**src/rtl/fifo_stream_reader_pkg.sv**
```systemverilog
// Shared types and constants for the FIFO-to-stream reader slice.
package tpu_stream_pkg;

    // Reader control states: waiting for a command, issuing reads, emptying the buffer.
    typedef enum logic [1:0] {
        IDLE  = 2'd0,
        RUN   = 2'd1,
        DRAIN = 2'd2
    } rd_state_e;

    // Output buffer depth; covers the one-cycle FIFO read latency plus a stalled word.
    localparam int unsigned BUF_DEPTH = 2;

endpackage

```
**src/rtl/fifo_stream_reader_if.sv**
```systemverilog
// Command, FIFO-side and stream-side signals of the reader, bundled for port use.
interface fifo_stream_reader_if #(
    parameter int unsigned WIDTH = 16,
    parameter int unsigned LEN_W = 8
);
    logic             start;
    logic [LEN_W-1:0] len;
    logic             busy;
    logic             done;
    logic             fifo_r_en;
    logic [WIDTH-1:0] fifo_rdata;
    logic             fifo_empty;
    logic             m_valid;
    logic [WIDTH-1:0] m_data;
    logic             m_last;
    logic             m_ready;

    // Reader side.
    modport master (
        input  start, len, fifo_rdata, fifo_empty, m_ready,
        output busy, done, fifo_r_en, m_valid, m_data, m_last
    );

    // Commander / FIFO / sink side.
    modport slave (
        output start, len, fifo_rdata, fifo_empty, m_ready,
        input  busy, done, fifo_r_en, m_valid, m_data, m_last
    );
endinterface

```
**src/rtl/fifo_stream_reader_skid_buf.sv**
```systemverilog
// Two-entry circular buffer with push/pop, exposing occupancy and the head word.
module stream_skid_buf
    import tpu_stream_pkg::*;
#(
    parameter int unsigned WIDTH = 16
) (
    input  logic             clk,
    input  logic             rstn,
    input  logic             push,
    input  logic [WIDTH-1:0] push_data,
    input  logic             pop,
    output logic [1:0]       occ,
    output logic [WIDTH-1:0] head
);
    logic [WIDTH-1:0] mem_q [BUF_DEPTH];
    logic [WIDTH-1:0] mem_d [BUF_DEPTH];
    logic             wr_ptr_q, wr_ptr_d;
    logic             rd_ptr_q, rd_ptr_d;
    logic [1:0]       occ_q, occ_d;

    // Next-state: write at the tail on push, advance the head on pop.
    always_comb begin
        mem_d    = mem_q;
        wr_ptr_d = wr_ptr_q;
        rd_ptr_d = rd_ptr_q;
        if (push) begin
            mem_d[wr_ptr_q] = push_data;
            wr_ptr_d        = ~wr_ptr_q;
        end
        if (pop) begin
            rd_ptr_d = ~rd_ptr_q;
        end
        occ_d = occ_q + 2'(push) - 2'(pop);
    end

    // Buffer registers, cleared by synchronous reset.
    always_ff @(posedge clk) begin
        if (!rstn) begin
            mem_q    <= '{default: '0};
            wr_ptr_q <= 1'b0;
            rd_ptr_q <= 1'b0;
            occ_q    <= '0;
        end else begin
            mem_q    <= mem_d;
            wr_ptr_q <= wr_ptr_d;
            rd_ptr_q <= rd_ptr_d;
            occ_q    <= occ_d;
        end
    end

    assign occ  = occ_q;
    assign head = mem_q[rd_ptr_q];

endmodule

```
**src/rtl/fifo_stream_reader.sv**
```systemverilog
// Burst reader: pulls a commanded number of words from a FIFO and presents them
// as a valid/ready stream with last on the final word.
module fifo_stream_reader
    import tpu_stream_pkg::*;
#(
    parameter int unsigned WIDTH = 16,
    parameter int unsigned LEN_W = 8
) (
    input logic                 clk,
    input logic                 rstn,
    fifo_stream_reader_if.master bus
);
    rd_state_e        state_q, state_d;
    logic [LEN_W-1:0] len_q, len_d;
    logic [LEN_W-1:0] issued_q, issued_d;
    logic [LEN_W-1:0] popped_q, popped_d;
    logic             inflight_q, inflight_d;
    logic             done_q, done_d;

    logic [1:0]       occ;
    logic [WIDTH-1:0] head;
    logic             m_valid;
    logic             pop;
    logic             r_en;

    assign m_valid = (occ != 2'd0);
    assign pop     = m_valid & bus.m_ready;

    // Read issue: a pop in the same cycle frees the slot the new word will land in.
    always_comb begin
        r_en = (state_q == RUN) && !bus.fifo_empty && (issued_q != len_q) &&
               ((({1'b0, occ} + {2'b00, inflight_q}) < 3'(BUF_DEPTH)) || pop);
    end

    // Next-state for the burst FSM, counters and done pulse.
    always_comb begin
        state_d    = state_q;
        len_d      = len_q;
        issued_d   = issued_q;
        popped_d   = popped_q;
        inflight_d = r_en;
        done_d     = 1'b0;
        if (pop) begin
            popped_d = popped_q + LEN_W'(1);
        end
        case (state_q)
            IDLE: begin
                if (bus.start) begin
                    if (bus.len != '0) begin
                        len_d    = bus.len;
                        issued_d = '0;
                        popped_d = '0;
                        state_d  = RUN;
                    end else begin
                        done_d = 1'b1;
                    end
                end
            end
            RUN: begin
                if (r_en) begin
                    issued_d = issued_q + LEN_W'(1);
                    if (issued_q + LEN_W'(1) == len_q) begin
                        state_d = DRAIN;
                    end
                end
            end
            DRAIN: begin
                if (pop && (popped_q == len_q - LEN_W'(1))) begin
                    state_d = IDLE;
                    done_d  = 1'b1;
                end
            end
            default: state_d = IDLE;
        endcase
    end

    // Control registers with synchronous active-low reset.
    always_ff @(posedge clk) begin
        if (!rstn) begin
            state_q    <= IDLE;
            len_q      <= '0;
            issued_q   <= '0;
            popped_q   <= '0;
            inflight_q <= 1'b0;
            done_q     <= 1'b0;
        end else begin
            state_q    <= state_d;
            len_q      <= len_d;
            issued_q   <= issued_d;
            popped_q   <= popped_d;
            inflight_q <= inflight_d;
            done_q     <= done_d;
        end
    end

    stream_skid_buf #(.WIDTH(WIDTH)) u_buf (
        .clk       (clk),
        .rstn      (rstn),
        .push      (inflight_q),
        .push_data (bus.fifo_rdata),
        .pop       (pop),
        .occ       (occ),
        .head      (head)
    );

    assign bus.fifo_r_en = r_en;
    assign bus.busy      = (state_q != IDLE);
    assign bus.done      = done_q;
    assign bus.m_valid   = m_valid;
    assign bus.m_data    = head;
    assign bus.m_last    = m_valid && (popped_q == len_q - LEN_W'(1));

endmodule

```
**src/flat_wrapper.sv**
```systemverilog
// flat-port wrapper written by rule: the top's interface ports become plain ports
module fifo_stream_reader_flat import tpu_stream_pkg::*;
#(
    parameter int unsigned WIDTH = 16,
    parameter int unsigned LEN_W = 8
)
  (clk, rstn, bus_start, bus_len, bus_fifo_rdata, bus_fifo_empty, bus_m_ready, bus_busy, bus_done, bus_fifo_r_en, bus_m_valid, bus_m_data, bus_m_last);
  fifo_stream_reader_if #(.WIDTH(WIDTH), .LEN_W(LEN_W)) bus_i ();
  input logic clk;
  input logic rstn;
  input wire logic [$bits(bus_i.start)-1:0] bus_start;
  input wire logic [$bits(bus_i.len)-1:0] bus_len;
  input wire logic [$bits(bus_i.fifo_rdata)-1:0] bus_fifo_rdata;
  input wire logic [$bits(bus_i.fifo_empty)-1:0] bus_fifo_empty;
  input wire logic [$bits(bus_i.m_ready)-1:0] bus_m_ready;
  output wire logic [$bits(bus_i.busy)-1:0] bus_busy;
  output wire logic [$bits(bus_i.done)-1:0] bus_done;
  output wire logic [$bits(bus_i.fifo_r_en)-1:0] bus_fifo_r_en;
  output wire logic [$bits(bus_i.m_valid)-1:0] bus_m_valid;
  output wire logic [$bits(bus_i.m_data)-1:0] bus_m_data;
  output wire logic [$bits(bus_i.m_last)-1:0] bus_m_last;
  assign bus_i.start = bus_start;
  assign bus_i.len = bus_len;
  assign bus_i.fifo_rdata = bus_fifo_rdata;
  assign bus_i.fifo_empty = bus_fifo_empty;
  assign bus_i.m_ready = bus_m_ready;
  assign bus_busy = bus_i.busy;
  assign bus_done = bus_i.done;
  assign bus_fifo_r_en = bus_i.fifo_r_en;
  assign bus_m_valid = bus_i.m_valid;
  assign bus_m_data = bus_i.m_data;
  assign bus_m_last = bus_i.m_last;
  fifo_stream_reader #(.WIDTH(WIDTH), .LEN_W(LEN_W)) u_core (.clk(clk), .rstn(rstn), .bus(bus_i));
endmodule
```
**config.mk**
```make
export PLATFORM = sky130hd
export DESIGN_NAME = fifo_stream_reader_flat
export DESIGN_NICKNAME = d
export VERILOG_FILES = /design/src/rtl/fifo_stream_reader_pkg.sv /design/src/rtl/fifo_stream_reader_if.sv /design/src/rtl/fifo_stream_reader_skid_buf.sv /design/src/rtl/fifo_stream_reader.sv /design/src/flat_wrapper.sv
export SDC_FILE = /design/constraint.sdc
export NUM_CORES = 1
export LEC_CHECK = 0
export CORE_MARGIN = 2
export CORE_UTILIZATION = 25
export CTS_BUF_LIST = sky130_fd_sc_hd__clkbuf_8
export CTS_CLUSTER_DIAMETER = 200
export DETAILED_ROUTE_END_ITERATION = 8
export PLACE_DENSITY_LB_ADDON = 0.1
export SLEW_MARGIN = 15
export SYNTH_ARGS = -nofsm -noshare
export SYNTH_HDL_FRONTEND = slang
export SYNTH_HIERARCHICAL = 1
export SYNTH_SLANG_ARGS = --single-unit
export TNS_END_PERCENT = 50
```
**constraint.sdc**
```tcl
create_clock -name clk -period 4.6 [get_ports clk]
set_clock_uncertainty 0.2 [all_clocks]
set_input_delay 1.38 -clock clk [delete_from_list [all_inputs] [get_ports clk]]
set_output_delay 1.38 -clock clk [all_outputs]
set_load 0.02 [all_outputs]
```
==> flow_summary_export.csv <==
group,metric,value,unit
clock_tree,cts_htree_levels,3,
worst_setup_path,worstPathMaxFanout,2,
clock_tree,ctsRootBufferMaster,"clkbuf_8",
global_route,grt_pass1_vias,2597,
die,core_area,13200,um^2
clock_tree,clock_latency,0.36,ns
hold_path,hold_class,"reg2reg",
timing,finalHoldViolCount,0,
worst_setup_path,crit_chain,"clkdlybuf4s50_1 > nor2_1 > a2111oi_4 > dlygate4sd2_1",
finish,mostFrequentLayoutCells,"nand2_1, dfxtp_1, clkdlybuf4s50_1, xor2_1, a21boi_2",
worst_setup_path,cp-endpoint,"bus_fifo_r_en",
die,die_w,120,um
worst_setup_path,critical_path_class,"in2out",
synthesis,synth_edf_count,0,
power_and_ir_drop,total_power,1490,uW
power_and_ir_drop,leakagePower,0.00150,uW
worst_setup_path,reg2reg_to,"u_core/issued_q[7]",
timing,rsz0062_at_grt,"false",
finish,area_growth,24.8,%
power_and_ir_drop,peakVddDrop,0.0966,mV
synthesis,syn_area_per_cell,8.94,um^2
worst_setup_path,cpMaxStageDelayCell,"clkdlybuf4s50_1",
outcome,status,"completed",
power_and_ir_drop,p_int,1070,uW
worst_setup_path,crit_required,3.02,ns
synthesis,yosys_register_bits,64,
die,die_h,120,um
detailed_routing,vias,2603,
timing,fmax,232,MHz
finish,drive_above_1_share,14.9,%
worst_setup_path,startpoint_type,"input port",
finish,final_nets,453,
clock_tree,cts.clk_slew.worst_paths,0.07,ns
placed_design,dpl.hpwl,5.70,mm
detailed_routing,drt-vias-per-instance,4.35,
global_route,overflow,0,
synthesis,async_reset_ff_share,0,%
synthesis,ys_seq_area_share,38.2,%
placed_design,post-place-cells,584,
synthesis,synth_top_area_cell,"dfxtp_1",
finish,final_util,31.7,%
synthesis,synthCells,375,
detailed_routing,wire_per_inst,13.7,um
global_route,grt_pass1_wl,13.5,mm
die,initial_core_util,25.4,%
synthesis,yosysWarnings,6,
timing,max_slew_margin,47.8,%
synthesis,ys_top_cells_by_area,"dfxtp_1, nand2_1, a21boi_2",
detailed_routing,antenna_left,0,
detailed_routing,routed_wl,8.23,mm
die,fp.dieArea,14400,um^2
worst_setup_path,r2r_setup_slack,2.24,ns
placed_design,place.gp.congestion,0.761,
clock_tree,cts_buffers,9,
finish,fin_cells,599,
die,rows,42,
die,pin_count,50,
global_route,antenna_found_initial,0,
timing,worst_pin_slew,0.784,ns
power_and_ir_drop,pwr-share-clk,37.3,%
global_route,grt_max_degree,35,
timing,fin_crit_sh,93.9,%
detailed_routing,drc,0,
finish,design_area,4190,um^2
synthesis,synth_flop_cell,"dfxtp_1",
timing,min_period,4.32,ns
timing,setup_viol,0,
power_and_ir_drop,p_comb_share,21.6,%
detailed_routing,drt_iter0_drc,120,
clock_tree,cts_hold_buffers,0,
clock_tree,cts_max_path_buffers,2,
power_and_ir_drop,seq_power_share,41.2,%
power_and_ir_drop,swShare,28.4,%
worst_setup_path,end_kind,"primary output",
clock_tree,cts.sinks,64,
timing,timing.hold.ws,0.259,ns
timing,slew_violations,0,
clock_tree,cts_tree,"yes",
placed_design,port_buffers,49,
worst_setup_path,critical-path-max-stage-delay,0.50,ns
placed_design,place_area,3970,um^2
hold_path,hold_start,"u_core/u_buf/mem_q[24]",
run,maxCapViolCount,0,
worst_setup_path,critPathArrivalTime,2.74,ns
global_route,grt_util_all_layers,12.3,%
worst_setup_path,r2r_start,"u_core/len_q[6]",
synthesis,yosys.cell_types.count,50,
detailed_routing,dr.pass1.iters,4,
finish,layout_commonest_cell,"nand2_1",
worst_setup_path,reg2reg_depth,7,
synthesis,yosysTopAreaCellShare,38.2,%
synthesis,syn_nets,409,
power_and_ir_drop,power_switching,424,uW
power_and_ir_drop,powerDensity,356,nW/um^2
synthesis,syn_area,3350,um^2
finish,diodes,0,
worst_setup_path,crit_path_start,"bus_m_ready",
-- routing by layer --
layer | GRT usage, % | share of wire, % | wire length, um
met2 | 20.6 | 48 | 3970
met5 | 0 | 0 | 0
met4 | 6.62 | 2.4 | 195
met3 | 2.71 | 3.6 | 295
met1 | 14.5 | 46 | 3770
-- through the flow --
| stage | worst slack, ns | TNS [ns] |
|---|---|---|
| after floorplan | 0.994 | 0 |
| after global placement | -0.0626 | -0.0626 |
| after detailed placement | -0.0660 | -0.0660 |
| after CTS | 0.229 | 0 |
| after global routing | 0.0673 | 0 |
| final | 0.281 | 0 |
-- power groups by stage --
stage | Clock (uW) | Combinational [uW] | Sequential (uW)
after floorplan | 0 | 233 | 612
after global placement | 0 | 329 | 626
after detailed placement | 0 | 329 | 626
after CTS | 578 | 330 | 614
after global routing | 595 | 355 | 618
final | 556 | 322 | 614
-- registers in the layout, indices dropped and copies added, names as in the netlist --
| signal | count |
|---|---|
| u_core/bus.done | 1 |
| u_core/inflight_q | 1 |
| u_core/issued_q | 8 |
| u_core/len_q | 8 |
| u_core/popped_q | 8 |
| u_core/state_q | 2 |
| u_core/u_buf/mem_q | 32 |
| u_core/u_buf/occ | 2 |
| u_core/u_buf/rd_ptr_q | 1 |
| u_core/u_buf/wr_ptr_q | 1 |
-- area by class of cell --
cell class | instances | area (um^2)
Timing Repair Buffer | 54 | 527
Tap cell | 176 | 220
Inverter | 9 | 33.8
Clock buffer | 11 | 151
Clock inverter | 4 | 68.8
Sequential cell | 64 | 1280
Fill cell | 1374 | 9000
Multi-Input combinational cell | 281 | 1900
-- cells in the mapped netlist, drive strengths merged (6+ instances only) --
cell type / number
nand2: 83
dfxtp: 64
a21boi: 35
xor2: 23
nor2: 19
mux2: 16
xnor2: 15
buf: 12
clkbuf: 9
inv: 8
nand3: 8
nor2b: 8
o21ai: 8
mux2i: 7
nor3: 6
-- cell families (layout without fill, tap and decap cells) --
family,count (synthesis),in the layout,synth area share (%)
AOI/OAI and AO/OA,59,59,15.1
muxes,23,23,7.46
DFF,64,64,38.2
adders and majority gates,6,6,2.16
buffers and inverters,30,78,5.19
and+or+nand+nor,155,155,21.7
xor gates and xnor gates,38,38,10.1
-- critical path, delay by kind of cell --
kind,cells,cell delay [ns]
compound gates,1,0.37
simple gates,1,0.11
buf+inv,2,0.88
-- what timing repair did --
item,in CTS,in global routing
buffers inserted,0,0
endpoints found under the setup margin,1,0
hold endpoints to repair,0,0
gates resized for setup,1,0
-- worst min path at each step --
stage | to | slack (ns) | cells past startpoint
floorplan | u_core/u_buf/mem_q[15] | 0.24 | 2
global placement | u_core/u_buf/mem_q[24] | 0.25 | 2
detailed placement | u_core/u_buf/mem_q[24] | 0.25 | 2
CTS | u_core/u_buf/mem_q[24] | 0.26 | 2
global route | u_core/u_buf/mem_q[13] | 0.28 | 2
finish | u_core/u_buf/mem_q[24] | 0.26 | 2
No activity file was read; power rests on OpenSTA's default activity.
